`src/rtl/pm_pkg.sv`:
```
// Pacman motion controller: shared direction type, maze geometry and pixel/grid helpers.
package pm_pkg;

    typedef enum logic [1:0] {
        RIGHT = 2'd0,
        LEFT  = 2'd1,
        UP    = 2'd2,
        DOWN  = 2'd3
    } dir_t;

    localparam int unsigned ORIGIN_X = 110;
    localparam int unsigned ORIGIN_Y = 8;
    localparam int unsigned CELL     = 15;
    localparam int unsigned GRID_W   = 28;
    localparam int unsigned GRID_H   = 31;
    localparam int unsigned SPRITE   = 26;
    // Sprite top-left when centred on cell 0 (104, 2).
    localparam int unsigned ALIGN_X0 = ORIGIN_X + CELL / 2 - SPRITE / 2;
    localparam int unsigned ALIGN_Y0 = ORIGIN_Y + CELL / 2 - SPRITE / 2;

    function automatic dir_t opposite(input dir_t d);
        dir_t r;
        case (d)
            RIGHT:   r = LEFT;
            LEFT:    r = RIGHT;
            UP:      r = DOWN;
            default: r = UP;
        endcase
        return r;
    endfunction

    function automatic logic [9:0] cell_x(input logic [4:0] g);
        return 10'(ALIGN_X0 + CELL * 32'(g));
    endfunction

    function automatic logic [9:0] cell_y(input logic [4:0] g);
        return 10'(ALIGN_Y0 + CELL * 32'(g));
    endfunction

endpackage

```
`src/rtl/pm_anim.sv`:
```
// Ping-pong animation sequencer: frame walks 0,1,2,1,0,... advancing once every ANIM_DIV steps.
module pm_anim #(
    parameter int unsigned ANIM_DIV = 4
) (
    input  logic       clk,
    input  logic       rst_n,
    input  logic       enable,
    input  logic       step,
    output logic [1:0] frame
);

    logic [7:0] cnt_q, cnt_d;
    logic [1:0] frame_q, frame_d;
    logic       up_q, up_d;

    always_comb begin
        cnt_d   = cnt_q;
        frame_d = frame_q;
        up_d    = up_q;
        if (enable && step) begin
            if (cnt_q == 8'(ANIM_DIV - 1)) begin
                cnt_d = '0;
                if (up_q) begin
                    frame_d = frame_q + 2'd1;
                    if (frame_q == 2'd1) up_d = 1'b0;
                end else begin
                    frame_d = frame_q - 2'd1;
                    if (frame_q == 2'd1) up_d = 1'b1;
                end
            end else begin
                cnt_d = cnt_q + 8'd1;
            end
        end
    end

    always_ff @(posedge clk or negedge rst_n) begin
        if (!rst_n) begin
            cnt_q   <= '0;
            frame_q <= '0;
            up_q    <= 1'b1;
        end else begin
            cnt_q   <= cnt_d;
            frame_q <= frame_d;
            up_q    <= up_d;
        end
    end

    assign frame = frame_q;

endmodule

```
`src/rtl/pm_mover.sv`:
```
// Pacman motion controller: advances the sprite one pixel per step through the maze, checking
// turns at cell centres against a synchronous wall ROM.
module pm_mover
    import pm_pkg::*;
#(
    parameter int unsigned START_GX        = 13,
    parameter int unsigned START_GY        = 23,
    parameter int unsigned FRAMES_PER_STEP = 1,
    parameter int unsigned ANIM_DIV        = 4,
    parameter int unsigned TUNNEL_ROW      = 14
) (
    input  logic        vga_clk,
    input  logic        reset_n,
    input  logic        frame_tick,
    input  logic        dir_req_valid,
    input  logic [1:0]  dir_req,
    output logic [9:0]  wall_addr,
    input  logic        wall_q,
    output logic [31:0] pm_x,
    output logic [31:0] pm_y,
    output logic [31:0] pm_dir,
    output logic [1:0]  pm_frame,
    output logic [4:0]  pm_gx,
    output logic [4:0]  pm_gy,
    output logic        cell_arrive,
    output logic        moving
);

    typedef enum logic [2:0] {StIdle, StReqRd, StReqChk, StCurRd, StCurChk} state_t;

    state_t     state_q, state_d;
    logic [9:0] x_q, x_d, y_q, y_d;
    logic [4:0] gx_q, gx_d, gy_q, gy_d;
    dir_t       dir_q, dir_d, req_q, mv_dir, nb_dir;
    logic       moving_q, moving_d, arrive_q, arrive_d;
    logic [9:0] addr_q, addr_d;
    logic       blocked_q, blocked_d, wrap_q, wrap_d;
    logic [4:0] nb_gx_q, nb_gx_d;
    logic [3:0] tick_cnt_q, tick_cnt_d;
    logic       step, aligned, load_nb, do_move;
    logic [4:0] nb_gx, nb_gy;
    logic       nb_out, nb_wrap;

    assign aligned = (x_q == cell_x(gx_q)) && (y_q == cell_y(gy_q));

    // Ticks arriving while a step is in flight are dropped, not counted.
    always_comb begin
        tick_cnt_d = tick_cnt_q;
        step       = 1'b0;
        if (frame_tick && state_q == StIdle) begin
            if (tick_cnt_q == 4'(FRAMES_PER_STEP - 1)) begin
                tick_cnt_d = '0;
                step       = 1'b1;
            end else begin
                tick_cnt_d = tick_cnt_q + 4'd1;
            end
        end
    end

    assign nb_dir = (state_q == StIdle) ? req_q : dir_q;

    always_comb begin
        nb_gx   = gx_q;
        nb_gy   = gy_q;
        nb_out  = 1'b0;
        nb_wrap = 1'b0;
        unique case (nb_dir)
            RIGHT: begin
                if (gx_q == 5'(GRID_W - 1)) begin
                    if (gy_q == 5'(TUNNEL_ROW)) begin
                        nb_gx   = '0;
                        nb_wrap = 1'b1;
                    end else begin
                        nb_out = 1'b1;
                    end
                end else begin
                    nb_gx = gx_q + 5'd1;
                end
            end
            LEFT: begin
                if (gx_q == '0) begin
                    if (gy_q == 5'(TUNNEL_ROW)) begin
                        nb_gx   = 5'(GRID_W - 1);
                        nb_wrap = 1'b1;
                    end else begin
                        nb_out = 1'b1;
                    end
                end else begin
                    nb_gx = gx_q - 5'd1;
                end
            end
            UP: begin
                if (gy_q == '0) nb_out = 1'b1;
                else            nb_gy  = gy_q - 5'd1;
            end
            DOWN: begin
                if (gy_q == 5'(GRID_H - 1)) nb_out = 1'b1;
                else                        nb_gy  = gy_q + 5'd1;
            end
        endcase
    end

    always_comb begin
        state_d   = state_q;
        x_d       = x_q;
        y_d       = y_q;
        gx_d      = gx_q;
        gy_d      = gy_q;
        dir_d     = dir_q;
        moving_d  = moving_q;
        arrive_d  = 1'b0;
        addr_d    = addr_q;
        blocked_d = blocked_q;
        wrap_d    = wrap_q;
        nb_gx_d   = nb_gx_q;
        load_nb   = 1'b0;
        do_move   = 1'b0;
        mv_dir    = dir_q;

        unique case (state_q)
            StIdle: begin
                if (step) begin
                    if (aligned) begin
                        state_d = StReqRd;
                        load_nb = 1'b1;
                    end else begin
                        // Mid-cell only an immediate reversal is allowed; it needs no ROM check.
                        if (req_q == opposite(dir_q)) dir_d = req_q;
                        mv_dir  = dir_d;
                        do_move = 1'b1;
                    end
                end
            end
            StReqRd: state_d = StReqChk;
            StReqChk: begin
                if (blocked_q || wall_q) begin
                    state_d = StCurRd;
                    load_nb = 1'b1;
                end else begin
                    state_d = StIdle;
                    dir_d   = req_q;
                    mv_dir  = req_q;
                    do_move = 1'b1;
                end
            end
            StCurRd: state_d = StCurChk;
            StCurChk: begin
                state_d = StIdle;
                if (blocked_q || wall_q) moving_d = 1'b0;
                else                     do_move  = 1'b1;
            end
            default: state_d = StIdle;
        endcase

        if (load_nb) begin
            blocked_d = nb_out;
            wrap_d    = nb_wrap;
            nb_gx_d   = nb_gx;
            if (!nb_out) addr_d = 10'(32'(nb_gy) * GRID_W + 32'(nb_gx));
        end

        if (do_move) begin
            moving_d = 1'b1;
            if (state_q != StIdle && wrap_q) begin
                x_d      = cell_x(nb_gx_q);
                gx_d     = nb_gx_q;
                arrive_d = 1'b1;
            end else begin
                unique case (mv_dir)
                    RIGHT: x_d = x_q + 10'd1;
                    LEFT:  x_d = x_q - 10'd1;
                    UP:    y_d = y_q - 10'd1;
                    DOWN:  y_d = y_q + 10'd1;
                endcase
                // A one-pixel move can only land on the home cell or an adjacent one.
                if (y_d == cell_y(gy_q)) begin
                    if (x_d == cell_x(gx_q)) begin
                        arrive_d = 1'b1;
                    end else if (x_d == cell_x(gx_q + 5'd1)) begin
                        arrive_d = 1'b1;
                        gx_d     = gx_q + 5'd1;
                    end else if (x_d == cell_x(gx_q - 5'd1)) begin
                        arrive_d = 1'b1;
                        gx_d     = gx_q - 5'd1;
                    end
                end else if (x_d == cell_x(gx_q)) begin
                    if (y_d == cell_y(gy_q + 5'd1)) begin
                        arrive_d = 1'b1;
                        gy_d     = gy_q + 5'd1;
                    end else if (y_d == cell_y(gy_q - 5'd1)) begin
                        arrive_d = 1'b1;
                        gy_d     = gy_q - 5'd1;
                    end
                end
            end
        end
    end

    always_ff @(posedge vga_clk or negedge reset_n) begin
        if (!reset_n) begin
            state_q    <= StIdle;
            x_q        <= cell_x(5'(START_GX));
            y_q        <= cell_y(5'(START_GY));
            gx_q       <= 5'(START_GX);
            gy_q       <= 5'(START_GY);
            dir_q      <= LEFT;
            req_q      <= LEFT;
            moving_q   <= 1'b0;
            arrive_q   <= 1'b0;
            addr_q     <= '0;
            blocked_q  <= 1'b0;
            wrap_q     <= 1'b0;
            nb_gx_q    <= '0;
            tick_cnt_q <= '0;
        end else begin
            state_q    <= state_d;
            x_q        <= x_d;
            y_q        <= y_d;
            gx_q       <= gx_d;
            gy_q       <= gy_d;
            dir_q      <= dir_d;
            moving_q   <= moving_d;
            arrive_q   <= arrive_d;
            addr_q     <= addr_d;
            blocked_q  <= blocked_d;
            wrap_q     <= wrap_d;
            nb_gx_q    <= nb_gx_d;
            tick_cnt_q <= tick_cnt_d;
            if (dir_req_valid) req_q <= dir_t'(dir_req);
        end
    end

    pm_anim #(
        .ANIM_DIV(ANIM_DIV)
    ) u_anim (
        .clk   (vga_clk),
        .rst_n (reset_n),
        .enable(moving_d),
        .step  (do_move),
        .frame (pm_frame)
    );

    assign wall_addr   = addr_q;
    assign pm_x        = {22'd0, x_q};
    assign pm_y        = {22'd0, y_q};
    assign pm_dir      = {30'd0, dir_q};
    assign pm_gx       = gx_q;
    assign pm_gy       = gy_q;
    assign cell_arrive = arrive_q;
    assign moving      = moving_q;

endmodule

```
`config.mk`:
```
export PLATFORM = sky130hd
export DESIGN_NAME = pm_mover
export DESIGN_NICKNAME = d
export VERILOG_FILES = /design/src/rtl/pm_pkg.sv /design/src/rtl/pm_anim.sv /design/src/rtl/pm_mover.sv
export SDC_FILE = /design/constraint.sdc
export NUM_CORES = 1
export LEC_CHECK = 0
export ABC_AREA = 1
export CAP_MARGIN = 20
export CORE_AREA = 2 2 130 157
export DETAILED_ROUTE_END_ITERATION = 12
export DIE_AREA = 0 0 132 159
export GPL_ROUTABILITY_DRIVEN = 0
export PLACE_DENSITY = 0.83
export SYNTH_ARGS = -nofsm -noshare
export SYNTH_HDL_FRONTEND = slang
export SYNTH_SLANG_ARGS = --single-unit
```
`constraint.sdc`:
```
create_clock -name vga_clk -period 18.8 [get_ports vga_clk]
set_clock_uncertainty 0.05 [all_clocks]
set_input_delay 3.76 -clock vga_clk [delete_from_list [all_inputs] [get_ports vga_clk]]
set_output_delay 3.76 -clock vga_clk [all_outputs]
set_load 0.01 [all_outputs]
```
# Yosys cells after proc, flatten, opt, wreduce, memory -nomap -nowiden

Cells that the tools add are included.

$add $sub $neg: 20
Multiply operators: 8
Eq/ne operators: 29
Muxes and demuxes: 74
Bitwise operators: 3
Reduce and logical (&&, ||, !) cells: 23

Operator list:

| kind                  | number |
|---|---|
| $eq 10x10->1          | 8 |
| $mux 5                | 13 |
| $mul 4x5->9 const A   | 7 |
| $mux 10               | 5 |
| $add 7x9->10 const A  | 4 |
| $pmux 10 s2           | 2 |
| $mux 1                | 31 |
| $add 2x9->10 const A  | 3 |
| $add 10x1->10 const B | 2 |
| $mux 2                | 10 |
| $pmux 5 s2            | 2 |
| $sub 10x1->10 const B | 2 |
| $pmux 3 s4            | 1 |
| $add 10x5->10         | 1 |
| $add 5x1->5 const B   | 2 |
| $eq 2x2->1 const B    | 5 |
| $eq 5x5->1 const B    | 2 |
| $logic_not 5->1       | 2 |
| $sub 5x1->5 const B   | 2 |
| $add 8x1->8 const B   | 1 |
| $eq 2x1->1 const B    | 4 |
| $eq 8x2->1 const B    | 1 |
| $mul 5x3->8 const B   | 1 |
| $mux 8                | 1 |
| other kinds (27)      | 45 |

Register bits after elaboration: 71
Word-level logic and storage cells: 174

# Logic depth before layout (Yosys ltp)

Gate-level depths: netlist of the first run.

Depth after elaboration: 23
Gate-level depth with buffers: 50

# By module

A second synthesis of the first run with hierarchy kept.

Cells, all modules: 1475
Area total of the unflattened synthesis: 11029.3 sq um

Modules (own cells, without submodules):

| module   | instances | cells each | area an instance (sq um) | sequential area each (sq um) |
|---|---|---|---|---|
| pm_mover | 1         | 1397       | 10397.5                  | 1526.5 |
| pm_anim  | 1         | 78         | 631.9                    | 276.5 |

# Worst setup path before layout of the first run

No wires, ideal clock.

Path kind: input to register
From: input wall_q
To: register gy_q[3], in the netlist pm_gy[3]
Setup time: 0.124 ns
Arrival time: 7.143 ns
Required time: 18.626 ns
Path slack: 11.483 ns
Cell stages on the path: 28
Cells stage by stage: nor2_1 -> inv_1 -> o21ai_2 -> nand2_4 -> buf_12 -> buf_4 -> nor2_1 -> ha_1 -> nand3_1 -> nand3_1 -> nand2_1 -> nand2_1 -> a21oi_1 -> nor2_1 -> nor2_1 -> o21bai_1 -> xor2_1 -> nand2_1 -> nand2_1 -> xor2_1 -> a21oi_1 -> nand3_1 -> nor2_2 -> nand2_1 -> inv_2 -> nand3_4 -> nand2_1 -> o21ai_1

Longest elaborated chain between the ends: 10
Elaborated cells on any way between the ends: 23
Those cells by class: eq/ne: 7; mux: 11; bitwise: 1; reduce/logical: 4

Ends and longest elaborated chain:

| item                                                                   | line                                              | source |
|---|---|---|
| start: declaration                                                     | pm_mover.sv:18                                    | `input logic wall_q,` |
| $logic_or 1x1->1 *                                                     | pm_mover.sv:136, pm_mover.sv:149                  |  |
| $mux 2 *                                                               | --                                                |  |
| $pmux 2 s2 *                                                           | --                                                |  |
| named net dir_d[1]                                                     | pm_mover.sv:34                                    | `dir_t dir_q, dir_d, req_q, mv_dir, nb_dir;` |
| $eq 2x2->1                                                             | pm_mover.sv:169                                   | `unique case (mv_dir)` |
| $pmux 10 s2                                                            | pm_mover.sv:169                                   |  |
| $mux 10                                                                | pm_mover.sv:164                                   | `if (state_q != StIdle && wrap_q) begin` |
| $mux 10                                                                | pm_mover.sv:162                                   | `if (do_move) begin` |
| $eq 10x10->1, on equally long branches                                 | pm_mover.sv:187, pm_mover.sv:176, pm_mover.sv:190 |  |
| $reduce_bool 2->1 (no source line) / $not 1->1 (equally long branches) | --                                                |  |
| $reduce_and 5->1 (no source line)                                      | --                                                |  |
| end signal: assignment                                                 | pm_mover.sv:205                                   | `gy_q <= 5'(START_GY);` |
| end signal: assignment                                                 | pm_mover.sv:220                                   | `gy_q <= gy_d;` |
| end: declaration                                                       | pm_mover.sv:33                                    | `logic [4:0] gx_q, gx_d, gy_q, gy_d;` |

The timed path passes the listed nets; every way through them passes the cells marked *. The select of a mux whose other input is x is not followed.
A chain may end at the register's enable or synchronous reset.

# Worst setup path after layout of the first run

From: input wall_q
To: register gy_q[3], in the netlist pm_gy[3]

Longest elaborated chain between the ends: 10
Elaborated cells on any way between the ends: 23
Those cells by class: eq/ne: 7; mux: 11; bitwise: 1; reduce/logical: 4

Ends and longest elaborated chain:

| item                                                                   | line |
|---|---|
| $logic_or 1x1->1 *                                                     | pm_mover.sv:136, pm_mover.sv:149 |
| $mux 2                                                                 | -- |
| $pmux 2 s2                                                             | -- |
| $eq 2x2->1                                                             | pm_mover.sv:169 |
| $pmux 10 s2                                                            | pm_mover.sv:169 |
| $mux 10                                                                | pm_mover.sv:164 |
| $mux 10                                                                | pm_mover.sv:162 |
| $eq 10x10->1, on equally long branches                                 | pm_mover.sv:187, pm_mover.sv:176, pm_mover.sv:190 |
| $reduce_bool 2->1 (no source line) / $not 1->1 (equally long branches) | -- |
| $reduce_and 5->1 (no source line)                                      | -- |

Mark *: on every way between the ends. The rest lies on a longest branch, timed or not. The select of a mux whose other input is x is not followed.

==> results of run 1 <==
cell families after synthesis:
group	Yosys count	share of synthesized area, %
compound gates	178	9.72
xor+xnor	100	8.17
fa+ha+maj	214	27.0
buf+inv	339	14.4
flops	71	16.2
mux	3	0.303
other cells	1	0.0336
simple gates	562	24.2
cells in the mapped netlist, drive strengths merged, types with 25 or more instances:
master and number:
nand2 292, inv 247, ha 169, nor2 100, nand3 86, buf 82, o21ai 79, a21oi 61
xor2 61, dfrtp 50, fa 45, xnor2 38, nand4 25
routing by layer:
metal	wire length (um)	vias to the layer above	part of all wire [%]	global-route usage (%)
li1	-	4632	-	-
met1	10400	4425	39	29.2
met2	13800	301	52	47.0
met3	1220	67	4.6	2.26
met4	932	0	3.5	10.8
met5	0	-	0	0
power breakdown:
part | switching [mW] | internal, mW | total, mW
registers | 0.0761 | 0.218 | 0.294
clock network | 0.0739 | 0.0902 | 0.164
logic | 1.05 | 0.690 | 1.74
final cells by class:
cell class	instances	area, sq um	area share, %
repair buffers	55	541	4.54
clock inverters	6	45.0	0.378
inverters	248	943	7.92
multi-input cells	1131	8030	67.4
flip-flops and latches	71	1800	15.1
clock buffers	10	229	1.92
well taps	261	327	2.74
worst max-delay path by stage:
stage                             to  slack [ps]  cells past startpoint   start
2_1_floorplan   pm_gy[3]$_DFFE_PN0P_       11480                     28  wall_q
3_3_place_gp   cell_arrive$_DFF_PN0_       10580                     30  wall_q
3_5_place_dp    pm_gy[3]$_DFFE_PN0P_       10450                     29  wall_q
4_1_cts         pm_gy[3]$_DFFE_PN0P_       10810                     29  wall_q
5_1_grt        cell_arrive$_DFF_PN0_       10300                     30  wall_q
6_report        pm_gy[3]$_DFFE_PN0P_       10810                     29  wall_q
sequential cells by signal (all words and copies together), names as in the netlist, 3 cells and up:
| signal | flops |
|---|---|
| wall_addr | 10 |
| x_q | 10 |
| y_q | 10 |
| u_anim.cnt_q | 8 |
| nb_gx_q | 5 |
| pm_gx | 5 |
| pm_gy | 5 |
| tick_cnt_q | 4 |
| state_q | 3 |
==> flow_metrics.tcl, run 1 <==
set metrics [dict create \
    final_antenna_net_count 0 \
    dr.first_iter.drc_count 561 \
    syn_avg_cell_area_sq_um 7.60 \
    drive_gt1_share_pct 9.14 \
    design_area_sq_um 11900 \
    grt_antenna_before_repair 0 \
    max_freq_mhz 125 \
    clock-root-buffer "clkbuf_16" \
    vias_per_cell 5.29 \
    rsz0062_at_grt "false" \
    fp.dieH_um 159 \
    initial_core_util_pct 57.5 \
    first_global_vias 9115 \
    antenna_cells 0 \
    syn2layout_area_growth_pct 6.75 \
    worstMarginPinSlew_ps 909 \
    fin_cells 1782 \
    hpwl_um 21300 \
    io_pins 127 \
    synth_warnings 0 \
    cp_top_family "simple AND/OR/NAND/NOR gates" \
    final_cell_mix "nand2_1, inv_1, ha_1" \
    r2r_cells 41 \
    synth-seq-cells 71 \
    post-route-util_pct 61.4 \
    core-area_sq_um 19400 \
    post-place-ws_ps 10450 \
    clock-sinks 71 \
    ys.flop_type "dfrtp_1" \
    holdWs_ps 425 \
    io_buffers 52 \
    ir_drop_mv 0.0977 \
    netlist_area_sq_um 11200 \
    finalSetupTns_ps 0 \
    criticalPathCategory "input port to flip-flop" \
    async_flop_share_pct 100 \
    critPathArrivalTime_ps 8160 \
    reg2reg_from "pm_gx[1]$_DFFE_PN0P_" \
    power.total_mw 2.20 \
    yosysTopAreaCellShare_pct 18.9 \
    die-area_sq_um 21000 \
    post_drt_wl_per_cell_um 14.8 \
    outcome "completed" \
    hold_viol 0 \
    period_share_pct 42.5 \
    cts_tree "built" \
    path_buf_inv 5 \
    path_max_fanout 27 \
    cts_setup_buffers 0 \
    p_per_area_nw_per_um2 185 \
    fin_crit_ps 7990 \
    dpl.cell_count 1766 \
    nFillCells 1721 \
    slowest_delay_ps 400 \
    vias 9425 \
    ys_types 70 \
    cts_max_level 3 \
    yosys-top-cells-area "ha_1, dfrtp_1, nand2_1" \
    clk_latency_ps 350 \
    final_common_cell "nand2_1" \
    timing.rr.end "pm_gx[4]$_DFFE_PN0P_" \
    crit_slowest_cell "clkdlybuf4s50_1" \
    gr-total-overflow 0 \
    yosysTopAreaCell "ha_1" \
    rrSetupSlack_ps 10940 \
    hold_depth 1 \
    die_w_um 132 \
    setup_violations 0 \
    leakage_nw 6.35 \
    routed_wl_um 26400 \
    synth_edf_count 0 \
    hold_end "u_anim.cnt_q[7]$_DFFE_PN0P_" \
    track_usage_pct 25.2 \
    min_path_type "flip-flop to flip-flop" \
    num_rows 56 \
    worstSetupEndpointType "flip-flop" \
    cts_buffers 9 \
    cts_hold_buf 0 \
    drv_slew 0 \
    cts_resized 0 \
    path_clk_slew_ps 70 \
    placed_cell_area_sq_um 11600 \
    cpMostUsedCell "nand2_1" \
    final_nets 1737 \
    max_cap_viol_count 0 \
    grt_first_pass_wirelength_um 43400 \
    setup_slack_ps 10810 \
    worstPathRequired_ps 18980 \
    netlist_instances 1468 \
    grt_max_degree 72 \
    slew_headroom_pct 39.4 \
    drt_drc_violations_left 0 \
    critPathLaunchType "input port" \
    clockBufferDepth 2 \
    min_from "u_anim.cnt_q[7]$_DFFE_PN0P_" \
    ys_seq_area_share_pct 16.2 \
    dr.pass1.iters 6 \
]
No activity file was read; power rests on OpenSTA's default activity.
==> run 2: changes to the inputs <==
- clock period: 18.8 -> 7.87 ns (I/O delays scaled with it)
==> run 2 against run 1 <==
Count of clock-buffer cells in the layout is the same. Flip-flop and latch count is the same. Critical endpoint is now pm_gx[1]$_DFFE_PN0P_. Largest cell class unchanged. Worst setup slack lost 10000 ps. Sequential power grew 140%. Combinational power grew 140%. Die area is the same. Critical path type is now flip-flop to flip-flop.
==> flow_metrics.tcl, run 2 (synthesis results as in run 1) <==
set metrics [dict create \
    cpMostUsedCell "nand2_1" \
    sw_frac_of_total_pct 54.2 \
    final_common_cell "nand2_1" \
    drt_drc_violations_left 0 \
    clock-root-buffer "clkbuf_16" \
    cts_buffers 9 \
    critPathLaunchType "flip-flop" \
    fp.dieH_um 159 \
    post_drt_wl_per_cell_um 15.4 \
    initial_core_util_pct 57.5 \
    p_switching_mw 2.96 \
    max_cap_viol_count 0 \
    num_rows 56 \
    p_comb_share_pct 78.1 \
    track_usage_pct 26.5 \
    first_global_vias 9567 \
    die-area_sq_um 21000 \
    io_buffers 52 \
    grt_antenna_before_repair 0 \
    drv_slew 0 \
    setup_violations 0 \
    cts_resized 0 \
    dr.pass1.iters 6 \
    period_share_pct 94.6 \
    die_w_um 132 \
    clk_latency_ps 340 \
    grt_first_pass_wirelength_um 46100 \
    path_clk_slew_ps 70 \
    crit_slowest_cell "dfstp_4" \
    vias 9618 \
    leakage_nw 6.41 \
    clkPwrFrac_pct 9.0 \
    ir_drop_mv 0.230 \
    worstSetupEndpointType "flip-flop" \
    final_antenna_net_count 0 \
    p_int_mw 2.50 \
    vias_per_cell 5.38 \
    min_path_type "flip-flop to flip-flop" \
    worstMarginPinSlew_ps 927 \
    power.total_mw 5.46 \
    slew_headroom_pct 38.2 \
    cts_tree "built" \
    outcome "completed" \
    hpwl_um 21800 \
    core-area_sq_um 19400 \
    p_per_area_nw_per_um2 453 \
    critPathArrivalTime_ps 7660 \
    cts_hold_buf 0 \
    drive_gt1_share_pct 9.70 \
    nFillCells 1632 \
    cts_setup_buffers 0 \
    antenna_cells 0 \
    dr.first_iter.drc_count 698 \
    clock-sinks 71 \
    max_freq_mhz 134 \
    clockBufferDepth 2 \
    routed_wl_um 27500 \
    syn2layout_area_growth_pct 7.81 \
    gr-total-overflow 0 \
    cts_max_level 3 \
    grt_max_degree 72 \
    criticalPathCategory "flip-flop to flip-flop" \
    seq_power_share_pct 12.9 \
    worstPathRequired_ps 8080 \
    final_nets 1742 \
    fin_crit_ps 7440 \
    slowest_delay_ps 750 \
    path_max_fanout 14 \
    hold_viol 0 \
    holdWs_ps 426 \
    setup_slack_ps 426 \
    post-place-ws_ps 554 \
    io_pins 127 \
    final_cell_mix "nand2_1, inv_1, ha_1" \
]
run 2: cell types whose count changed in the layout (fill, tap and decap cells not counted), sizes merged:
cell,previous run,this run
clkinvlp,3,0
inv,249,248
bufinv,0,3
buf,4,9
clkinv,2,3
run 2: metal layers:
metal	up-vias	wire, um	part of all wire [%]	track usage (%)
met2	379	14100	51	48.4
met5	-	0	0	0
met3	96	1540	5.6	3.44
met1	4498	10600	38	30.7
li1	4645	-	-	-
met4	0	1260	4.6	12.4
run 2: path summary, 6_finish.rpt:
kind / start / end / slack [ps] / cells past startpoint
worst max register to register: pm_gx[0]$_DFFE_PN1P_ / pm_gx[1]$_DFFE_PN0P_ / 430 / 45
max in group asynchronous: reset_n / pm_gx[1]$_DFFE_PN0P_ / 5760 / 1
worst max-delay path: pm_gx[0]$_DFFE_PN1P_ / pm_gx[1]$_DFFE_PN0P_ / 430 / 45
worst min register to register: u_anim.cnt_q[7]$_DFFE_PN0P_ / u_anim.cnt_q[7]$_DFFE_PN0P_ / 430 / 1
worst min-delay path: u_anim.cnt_q[7]$_DFFE_PN0P_ / u_anim.cnt_q[7]$_DFFE_PN0P_ / 430 / 1
min in group asynchronous: reset_n / y_q[2]$_DFFE_PN0P_ / 1300 / 1
run 2: layout make-up:
class                      instances  area (sq um)  share of cell area, %
tap                              261           327                   2.71
multi-input combinational       1131          8030                   66.8
clock buffer                      10           229                   1.90
inverter                         248           943                   7.84
sequential                        71          1810                   15.0
clock inverter                     6           116                  0.967
timing repair buffer              60           578                   4.80
run 2: power by group through the flow:
stage	Clock [mW]	Combinational, mW	Sequential, mW
finish	0.489	4.26	0.705
global route	0.505	4.80	0.719
global placement	0	3.98	0.697
floorplan	0	3.19	0.683
CTS	0.490	4.21	0.698
detailed placement	0	4.12	0.702
run 2: worst max-delay path, delay by kind of cell, from the launching register on:
family	cells	cell delay, ps
simple gates	29	3020
fa+ha+maj	6	2000
compound gates	4	890
flops	1	750
buf+inv	6	640
run 2: metrics by stage:
stage	TNS, ps	instance area [sq um]	util [%]	instances
3_5_place_dp	0	11700	60.2	1771
3_3_place_gp	0	11700	60.2	1771
5_1_grt	-18.7	12000	62.0	1787
4_1_cts	0	12000	62.0	1787
2_1_floorplan	0	11400	-	1541
6_report	0	12000	62.0	1787
